**src/rtl/booth_pkg.sv**
```systemverilog
// Shared types and defaults for the Booth multiplier arbiter.
package booth_pkg;

    localparam int BOOTH_WIDTH   = 16;
    localparam int BOOTH_NREQ    = 4;
    localparam int BOOTH_TIMEOUT = 48;

    // Index width that stays at least one bit wide for tiny counts.
    function automatic int id_width(input int n);
        return (n < 2) ? 1 : $clog2(n);
    endfunction

    localparam int BOOTH_ID_W = id_width(BOOTH_NREQ);

    typedef enum logic [2:0] {
        ST_IDLE,
        ST_LOAD_M,
        ST_LOAD_Q,
        ST_BUSY,
        ST_RESP
    } booth_arb_state_t;

endpackage

```
**src/rtl/booth_rr_picker.sv**
```systemverilog
// Combinational round-robin picker: first set request at or above ptr, wrapping.
module rr_picker #(
    parameter int NREQ = 4,
    parameter int IDW  = 2
) (
    input  logic [NREQ-1:0] req,
    input  logic [IDW-1:0]  ptr,
    output logic [NREQ-1:0] onehot,
    output logic [IDW-1:0]  idx,
    output logic            any
);

    // Walk from the farthest candidate back to ptr so the nearest set bit wins last.
    always_comb begin
        int j;
        logic [IDW-1:0] jj;
        onehot = '0;
        idx    = '0;
        any    = 1'b0;
        j      = 0;
        jj     = '0;
        for (int k = NREQ - 1; k >= 0; k--) begin
            j = int'(ptr) + k;
            if (j >= NREQ) j = j - NREQ;
            jj = IDW'(j);
            if (req[jj]) begin
                any        = 1'b1;
                idx        = jj;
                onehot     = '0;
                onehot[jj] = 1'b1;
            end
        end
    end

endmodule

```
**src/rtl/booth_arbiter.sv**
```systemverilog
// Round-robin arbiter that owns a shared Booth multiplier's operand bus and start.
module booth_arbiter
    import booth_pkg::*;
#(
    parameter int NREQ    = BOOTH_NREQ,
    parameter int WIDTH   = BOOTH_WIDTH,
    parameter int TIMEOUT = BOOTH_TIMEOUT,
    localparam int IDW    = id_width(NREQ)
) (
    input  logic                  clk,
    input  logic                  rst,
    input  logic [NREQ-1:0]       req,
    input  logic [NREQ*WIDTH-1:0] mcand,
    input  logic [NREQ*WIDTH-1:0] mplier,
    output logic [NREQ-1:0]       gnt,
    output logic                  rsp_valid,
    input  logic                  rsp_ready,
    output logic [IDW-1:0]        rsp_id,
    output logic [2*WIDTH-1:0]    rsp_data,
    output logic                  rsp_err,
    output logic [WIDTH-1:0]      mul_data,
    output logic                  mul_start,
    input  logic                  mul_done,
    input  logic [2*WIDTH-1:0]    mul_result
);

    localparam int CW = id_width(TIMEOUT);

    booth_arb_state_t state;
    logic [IDW-1:0]   ptr;
    logic [IDW-1:0]   id_q;
    logic [WIDTH-1:0] mplier_q;
    logic [CW-1:0]    cnt;

    logic [NREQ-1:0]  sel_oh;
    logic [IDW-1:0]   sel_idx;
    logic             sel_any;
    logic [WIDTH-1:0] sel_mcand;
    logic [WIDTH-1:0] sel_mplier;

    rr_picker #(.NREQ(NREQ), .IDW(IDW)) u_pick (
        .req    (req),
        .ptr    (ptr),
        .onehot (sel_oh),
        .idx    (sel_idx),
        .any    (sel_any)
    );

    assign sel_mcand  = mcand[sel_idx*WIDTH +: WIDTH];
    assign sel_mplier = mplier[sel_idx*WIDTH +: WIDTH];

    // Grant is the only combinational output; held low while reset is asserted.
    assign gnt = (rst && state == ST_IDLE) ? sel_oh : '0;

    // Arbitration FSM with registered multiplier drive, timeout and response.
    always_ff @(posedge clk or negedge rst) begin
        if (!rst) begin
            state     <= ST_IDLE;
            ptr       <= '0;
            id_q      <= '0;
            mplier_q  <= '0;
            cnt       <= '0;
            mul_start <= 1'b0;
            mul_data  <= '0;
            rsp_valid <= 1'b0;
            rsp_err   <= 1'b0;
            rsp_id    <= '0;
            rsp_data  <= '0;
        end else begin
            case (state)
                ST_IDLE: begin
                    if (sel_any) begin
                        mul_start <= 1'b1;
                        mul_data  <= sel_mcand;
                        mplier_q  <= sel_mplier;
                        id_q      <= sel_idx;
                        ptr       <= (sel_idx == IDW'(NREQ - 1)) ? '0 : sel_idx + 1'b1;
                        state     <= ST_LOAD_M;
                    end
                end
                ST_LOAD_M: begin
                    mul_start <= 1'b0;
                    mul_data  <= mplier_q;
                    state     <= ST_LOAD_Q;
                end
                ST_LOAD_Q: begin
                    cnt   <= '0;
                    state <= ST_BUSY;
                end
                ST_BUSY: begin
                    if (mul_done) begin
                        rsp_data  <= mul_result;
                        rsp_err   <= 1'b0;
                        rsp_id    <= id_q;
                        rsp_valid <= 1'b1;
                        state     <= ST_RESP;
                    end else if (cnt == CW'(TIMEOUT - 1)) begin
                        rsp_data  <= '0;
                        rsp_err   <= 1'b1;
                        rsp_id    <= id_q;
                        rsp_valid <= 1'b1;
                        state     <= ST_RESP;
                    end else begin
                        cnt <= cnt + 1'b1;
                    end
                end
                ST_RESP: begin
                    if (rsp_ready) begin
                        rsp_valid <= 1'b0;
                        state     <= ST_IDLE;
                    end
                end
                default: state <= ST_IDLE;
            endcase
        end
    end

endmodule

```
**config.mk**
```make
export PLATFORM = sky130hd
export DESIGN_NAME = booth_arbiter
export DESIGN_NICKNAME = d
export VERILOG_FILES = /design/src/rtl/booth_pkg.sv /design/src/rtl/booth_rr_picker.sv /design/src/rtl/booth_arbiter.sv
export SDC_FILE = /design/constraint.sdc
export NUM_CORES = 1
export LEC_CHECK = 0
export CAP_MARGIN = 10
export CORE_ASPECT_RATIO = 0.75
export CORE_MARGIN = 3
export CORE_UTILIZATION = 35
export DETAILED_ROUTE_END_ITERATION = 6
export MAX_ROUTING_LAYER = met4
export PLACE_DENSITY = 0.77
export SETUP_SLACK_MARGIN = 0.4
export SLEW_MARGIN = 15
export SYNTH_ARGS = -nofsm -noshare
export SYNTH_HDL_FRONTEND = slang
export SYNTH_SLANG_ARGS = --single-unit
```
**constraint.sdc**
```tcl
create_clock -name clk -period 4.4 [get_ports clk]
set_input_delay 0.88 -clock clk [delete_from_list [all_inputs] [get_ports clk]]
set_output_delay 0.88 -clock clk [all_outputs]
set_load 0.005 [all_outputs]
```
Word level (Yosys, flattened, before mapping). Cells that the tools add are included.

Add/sub/neg operators: 9. Multiply operators: 0. Divide/modulo/power cells: 0. $lt $le $gt $ge: 12. Eq/ne operators: 11. Shift-type cells: 2. Mux-type cells: 55. Bitwise operators: 0. Reductions and logical operators: 16.

Operators with widths (count): $shiftx 64x7->16 (2); $mux 32 (2); $pmux 16 s2 (1); $mux 2 (11); $mux 4 (5); $mux 1 (17); $mux 16 (1); $pmux 3 s5 (1); $lt 2x3->1 const B (4); $mux 3 (4); $mux 6 (2); $pmux 6 s2 (1); $ge 3x3->1 const B (3); $reduce_and 3->1 (3); $bmux 1 s2 (4); $demux 1 s2 (4); $ge 2x1->1 const B (4); $ne 2x2->1 const B (4); $reduce_bool 2->1 (4); $sub 2x1->2 const B (4); $add 2x2->3 const B (2); $add 6x1->6 const B (1); $eq 3x2->1 const B (2); $eq 6x6->1 const B (1); 11 further kinds (18).

Bits in registers: 82. Latch bits: 0. RAM bits: 0. Bits in read-only memories: 0. Input port bits: 168. Logic and storage cells: 116. Memories: 0.

Depth between registers and ports, before layout.
Word-level depth: 12. Depth in mapped cells: 17.

Hierarchy. From an unflattened synthesis, not the netlist that was laid out.

Cell total of the unflattened synthesis: 442. Area, all modules: 4839.6 um2.

By module, submodules not included: booth_arbiter (instances 1, cells each 357, area each 4156.5 um2); rr_picker (instances 1, cells each 85, area each 683.2 um2).

Worst setup path before layout. OpenSTA, ideal clock, no wires.

Path type: reg-to-reg. From: reg ptr[0]. To: reg mplier_q[13]. Data arrival time: 3.864 ns. Required time: 4.274 ns. Setup slack: 0.410 ns. Stages on the path, launching flop included: 17. Path buffers: 8. Cells stage by stage: dfrtp_1 buf_6 clkbuf_1 inv_1 clkbuf_1 clkbuf_1 ha_1 clkbuf_1 mux4_2 nand2b_1 nand2b_1 buf_2 a21o_1 buf_4 buf_8 mux2_1 a221o_1.

Longest elaborated chain between the ends: 10.

Ends and longest elaborated chain: from (decl) (RTL line booth_arbiter.sv:30) `logic [IDW-1:0] ptr;`; from (signal assigned) (RTL line booth_arbiter.sv:77) `ptr <= (sel_idx == IDW'(NREQ - 1)) ? '0 : sel_idx + 1'b1;`; $add 2x2->3 (RTL line booth_rr_picker.sv:23) `j = int'(ptr) + k;`; $ge 3x3->1 / $sub 2x1->2 (equally long branches) (RTL line booth_rr_picker.sv:24) `if (j >= NREQ) j = j - NREQ;`; $mux 2 (RTL line booth_rr_picker.sv:24); $bmux 1 s2 (RTL line booth_rr_picker.sv:26) `if (req[jj]) begin`; $mux 1 (not written as such) (RTL line booth_rr_picker.sv:26); $mux 2 / $mux 1 (equally long branches) (4 in series) (RTL line booth_rr_picker.sv:26); $shiftx 64x7->16 / $reduce_and 2->1 (equally long branches); to (signal assigned) (RTL line booth_arbiter.sv:75) `mplier_q <= sel_mplier;`; to (decl) (RTL line booth_arbiter.sv:32) `logic [WIDTH-1:0] mplier_q;`.

Several ways; a longest one is shown, not always the timed one. The select of a mux whose other input is x is not followed. A chain may end at the register's enable or synchronous reset.

Worst setup path in the final report.
From: in req[1]. To: out gnt[0].

Longest elaborated chain between the ends: 7.

Ends and longest elaborated chain: from (decl) (RTL line booth_arbiter.sv:12) `input logic [NREQ-1:0] req,`; $bmux 1 s2 (RTL line booth_rr_picker.sv:26); $mux 1 (not written as such) (RTL line booth_rr_picker.sv:26); $mux 4 (3 in series) (RTL line booth_rr_picker.sv:26); $mux 4 (*) (RTL line booth_rr_picker.sv:26); $mux 4 (*) (RTL line booth_arbiter.sv:53) `assign gnt = (rst && state == ST_IDLE) ? sel_oh : '0;`; to (decl) (RTL line booth_arbiter.sv:15) `output logic [NREQ-1:0] gnt,`.

Mark *: on every way between the ends. The rest lies on a longest branch, timed or not. The select of a mux whose other input is x is not followed.

==> metrics.txt <==
# TYPE chip_impl_metric gauge
chip_impl_metric{name="total_leakage_power",unit="uW"} 0.00326
chip_impl_metric{name="global_route_wire_length_before_repair",unit="mm"} 31.1
chip_impl_metric{name="yosysSeqAreaShare",unit=""} 0.394
chip_impl_metric{name="final_util",unit=""} 0.567
chip_impl_metric{name="max_slew.worst_pin.slew",unit="ns"} 0.866
chip_impl_metric{name="syn_nets",unit=""} 730
chip_impl_info{name="critical_path.top_delay_family",value="buffers and inverters"} 1
chip_impl_metric{name="post_synth_num_cell_types",unit=""} 47
chip_impl_metric{name="dieArea",unit="mm^2"} 0.0164
chip_impl_info{name="timing.setup.critical_path_class",value="input pin to output pin"} 1
chip_impl_info{name="post-synth-top-count-cell",value="sky130_fd_sc_hd__dfrtp_1"} 1
chip_impl_metric{name="avgSynthCellArea",unit="um^2"} 9.41
chip_impl_metric{name="setup-tns-final",unit="ns"} 0
chip_impl_info{name="critical_path.most_common_cell",value="sky130_fd_sc_hd__clkdlybuf4s50_1"} 1
chip_impl_metric{name="nFillCells",unit=""} 1258
chip_impl_metric{name="synthesis.area",unit="mm^2"} 0.00521
chip_impl_metric{name="die_height",unit="um"} 112
chip_impl_metric{name="route.final.wire_length",unit="mm"} 19.7
chip_impl_metric{name="first_drt_iteration_drcs",unit=""} 421
chip_impl_metric{name="finalHoldViolCount",unit=""} 0
chip_impl_metric{name="critPathMaxFanout",unit=""} 5
chip_impl_metric{name="postSynth.asyncResetShare",unit=""} 1.00
chip_impl_metric{name="detail_route.drc_violations",unit=""} 0
chip_impl_info{name="reg2reg_from",value="ptr[1]$_DFFE_PN0P_"} 1
chip_impl_metric{name="clock_tree.buffer_depth",unit=""} 2
chip_impl_metric{name="post_route_cells_drive_above_1_share",unit=""} 0.100
chip_impl_metric{name="number_of_logic_stages_on_the_critical_path_including_buffering",unit=""} 7
chip_impl_metric{name="number_of_synthesized_flops_with_an_enable_pin",unit=""} 0
chip_impl_info{name="ys_top_cells_by_area",value="sky130_fd_sc_hd__dfrtp_1 39%, sky130_fd_sc_hd__a22o_1 6.2%, sky130_fd_sc_hd__mux2i_1 4.4%"} 1
chip_impl_metric{name="place_hpwl",unit="mm"} 14.4
chip_impl_metric{name="path_clk_slew",unit="ns"} 0.06
chip_impl_metric{name="core.rowCount",unit=""} 37
chip_impl_metric{name="worst_hold_slack",unit="ns"} 0.425
chip_impl_metric{name="grt_antenna_before_repair",unit=""} 0
chip_impl_metric{name="fmax",unit="GHz"} 0.251
chip_impl_metric{name="power_density",unit="mW/mm^2"} 672
chip_impl_metric{name="ioPinCount",unit=""} 225
chip_impl_metric{name="total_gr_overflow",unit=""} 0
chip_impl_metric{name="detailedRoute.firstPassIterationCount",unit=""} 5
chip_impl_metric{name="layout_worst_path_cycle_share",unit=""} 0.906
chip_impl_metric{name="die_x",unit="um"} 147
chip_impl_metric{name="areaGrowthSynthToFinish",unit="%"} 53.5
chip_impl_metric{name="cap_violations",unit=""} 0
chip_impl_metric{name="route.antenna.remaining_nets",unit=""} 0
chip_impl_info{name="crit_path_end_kind",value="output pin"} 1
chip_impl_info{name="startpoint",value="req[1]"} 1
chip_impl_metric{name="numCtsBuffers",unit=""} 9
chip_impl_metric{name="irDropWorstVdd",unit="V"} 0.000260
chip_impl_metric{name="gp_congestion",unit=""} 0.987
chip_impl_metric{name="drt-wirelength-per-cell",unit="um"} 20.4
chip_impl_metric{name="cp.arrival",unit="ns"} 3.11
chip_impl_metric{name="period_minus_slack",unit="ns"} 3.99
chip_impl_metric{name="setup_viol_count_final",unit=""} 0
chip_impl_metric{name="largest_net_degree_at_the_start_of_global_routing",unit=""} 63
chip_impl_metric{name="slew-limit-headroom",unit=""} 0.420
chip_impl_metric{name="global_route.usage.total",unit=""} 0.240
chip_impl_metric{name="dp.cells",unit=""} 947
chip_impl_metric{name="coreArea",unit="mm^2"} 0.0141
chip_impl_metric{name="critical_path_buf_inv_count",unit=""} 2
chip_impl_info{name="clock_tree.root_cell",value="sky130_fd_sc_hd__clkbuf_16"} 1
chip_impl_info{name="yosysTopAreaCell",value="sky130_fd_sc_hd__dfrtp_1"} 1
chip_impl_metric{name="postSynthCellCount",unit=""} 554
chip_impl_metric{name="routed_via_density",unit=""} 5.75
chip_impl_metric{name="yosysTopAreaCellShare",unit=""} 0.394
chip_impl_info{name="tritoncts",value="built"} 1
chip_impl_info{name="critPathLaunchType",value="input pin"} 1
chip_impl_metric{name="finish.cell_count_without_fillers",unit=""} 965
chip_impl_metric{name="postSynthRegisterBits",unit=""} 82
chip_impl_metric{name="routed-via-count",unit=""} 5545
chip_impl_metric{name="finish.net_count",unit=""} 941
chip_impl_metric{name="ys_warn_count",unit=""} 0
chip_impl_metric{name="diodes",unit=""} 0
chip_impl_info{name="cp_cell_sequence",value="clkdlybuf4s50_1 > mux4_2 > nor2b_4 > a221oi_1 > or3_1 > a21oi_2 > clkdlybuf4s50_1"} 1
chip_impl_metric{name="number_of_global_route_vias_before_repair",unit=""} 5848
chip_impl_info{name="post_synth_most_frequent_cells",value="82 x sky130_fd_sc_hd__dfrtp_1, 51 x sky130_fd_sc_hd__nor2_1, 39 x sky130_fd_sc_hd__clkbuf_1, 37 x sky130_fd_sc_hd__a22o_1, 35 x sky130_fd_sc_hd__a21oi_1"} 1
chip_impl_metric{name="portBuffers",unit=""} 224
chip_impl_metric{name="number_of_clock_sinks",unit=""} 82
chip_impl_metric{name="cts_max_level",unit=""} 3
chip_impl_info{name="crit_path_top_delay_cell",value="sky130_fd_sc_hd__mux4_2"} 1
chip_impl_info{name="holdCritPathClass",value="input pin to asynchronous set/reset pin"} 1
chip_impl_metric{name="clk_latency",unit="ns"} 0.34
chip_impl_metric{name="critical_path_required",unit="ns"} 3.52
chip_impl_metric{name="slew_viol_final",unit=""} 0
chip_impl_info{name="rsz0062_at_grt",value="yes"} 1
chip_impl_metric{name="reg2reg_depth",unit=""} 9
chip_impl_metric{name="clock-skew-final",unit="ns"} 0.00587
chip_impl_metric{name="max_stage_delay",unit="ns"} 0.53
chip_impl_info{name="yosys_most_used_dff",value="sky130_fd_sc_hd__dfrtp_1"} 1
chip_impl_info{name="status",value="finished, final reports clean"} 1
chip_impl_metric{name="initial_standard_cell_utilization_of_the_core",unit=""} 0.369
## per-layer routing
metal,GRT usage,vias to the layer above,part of all wire
li1,-,2538,-
met1,0.304,2687,0.42
met2,0.400,296,0.48
met3,0.0566,24,0.086
met4,0.0435,0,0.013
met5,-,-,0
## per-stage QoR
step | power (uW) | cell area, um^2 | setup WS [ns]
finish | 5370 | 8000 | 0.414
global placement | 4400 | 7650 | 0.203
global route | 5730 | 8000 | 0.300
floorplan | 3290 | 5210 | 0.410
CTS | 5340 | 7970 | 0.415
detailed placement | 4520 | 7650 | 0.174
## worst paths after layout
check	slack [ns]	end
min	0.42	mul_data[12]$_DFFE_PN0P_
min reg2reg	0.49	id_q[1]$_DFFE_PN0P_
min in group clk	0.49	id_q[1]$_DFFE_PN0P_
max	0.41	gnt[0]
max reg2reg	1.16	mul_data[15]$_DFFE_PN0P_
max in group asynchronous	2.84	ptr[0]$_DFFE_PN0P_
## registers in the layout (all words and copies together), names as in the netlist
name,cells
rsp_data,32
mul_data,16
cnt,6
rsp_valid,1
rsp_id,2
state,3
rsp_err,1
ptr,2
id_q,2
mplier_q,16
mul_start,1
## layout by cell type (no fill, tap or decap), drive strengths merged, types with 4 or more instances in the layout
cell,Yosys,final
nand3,30,30
o211ai,17,17
mux2,20,20
ha,8,8
mux2i,23,23
nor2,51,51
clkdlybuf4s50,0,220
dfrtp,82,82
a211oi,6,6
a221oi,21,21
a21oi,35,35
a31oi,8,8
a22o,37,37
a221o,10,10
o2111ai,16,16
a32oi,5,5
clkbuf,39,9
inv,27,30
o221ai,17,17
o21ai,23,23
or3,4,4
nand2,23,23
nand2b,7,7
mux4,4,4
nor2b,10,10
buf,13,29
## where the power goes
group / internal [uW] / total, uW / switching, uW / leakage [uW]
logic: 1570 / 3210 / 1640 / 0.00211
clock network: 446 / 777 / 331 / 0.000148
registers: 1110 / 1390 / 271 / 0.00100
## final cells by class
cell class                 count  area (um^2)  share of cell area
inverter                      27          101              0.0127
clock inverter                 7         76.3             0.00954
tap                          195          244              0.0305
sequential                    82         2050               0.257
clock buffer                   9          225              0.0282
timing repair buffer         252         2460               0.307
multi-input combinational    393         2840               0.355
## cells by family (layout without fill, tap and decap cells)
family | count (synthesis) | count (layout) | share of synthesized area
AO/OA/AOI/OAI | 202 | 202 | 0.289
XOR/XNOR | 3 | 3 | 0.00504
adder cells (fa/ha/maj) | 8 | 8 | 0.0192
buffers and inverters | 79 | 295 | 0.0674
flip-flops | 82 | 82 | 0.394
multiplexers | 47 | 47 | 0.105
AND/OR/NAND/NOR | 133 | 133 | 0.120
## repair_timing
item                       4_1_cts  5_1_grt
buffers inserted                 1        1
gates resized for setup          6        5
hold buffers                     0        0
setup endpoints to repair        4        3
No activity file was read; power rests on OpenSTA's default activity.
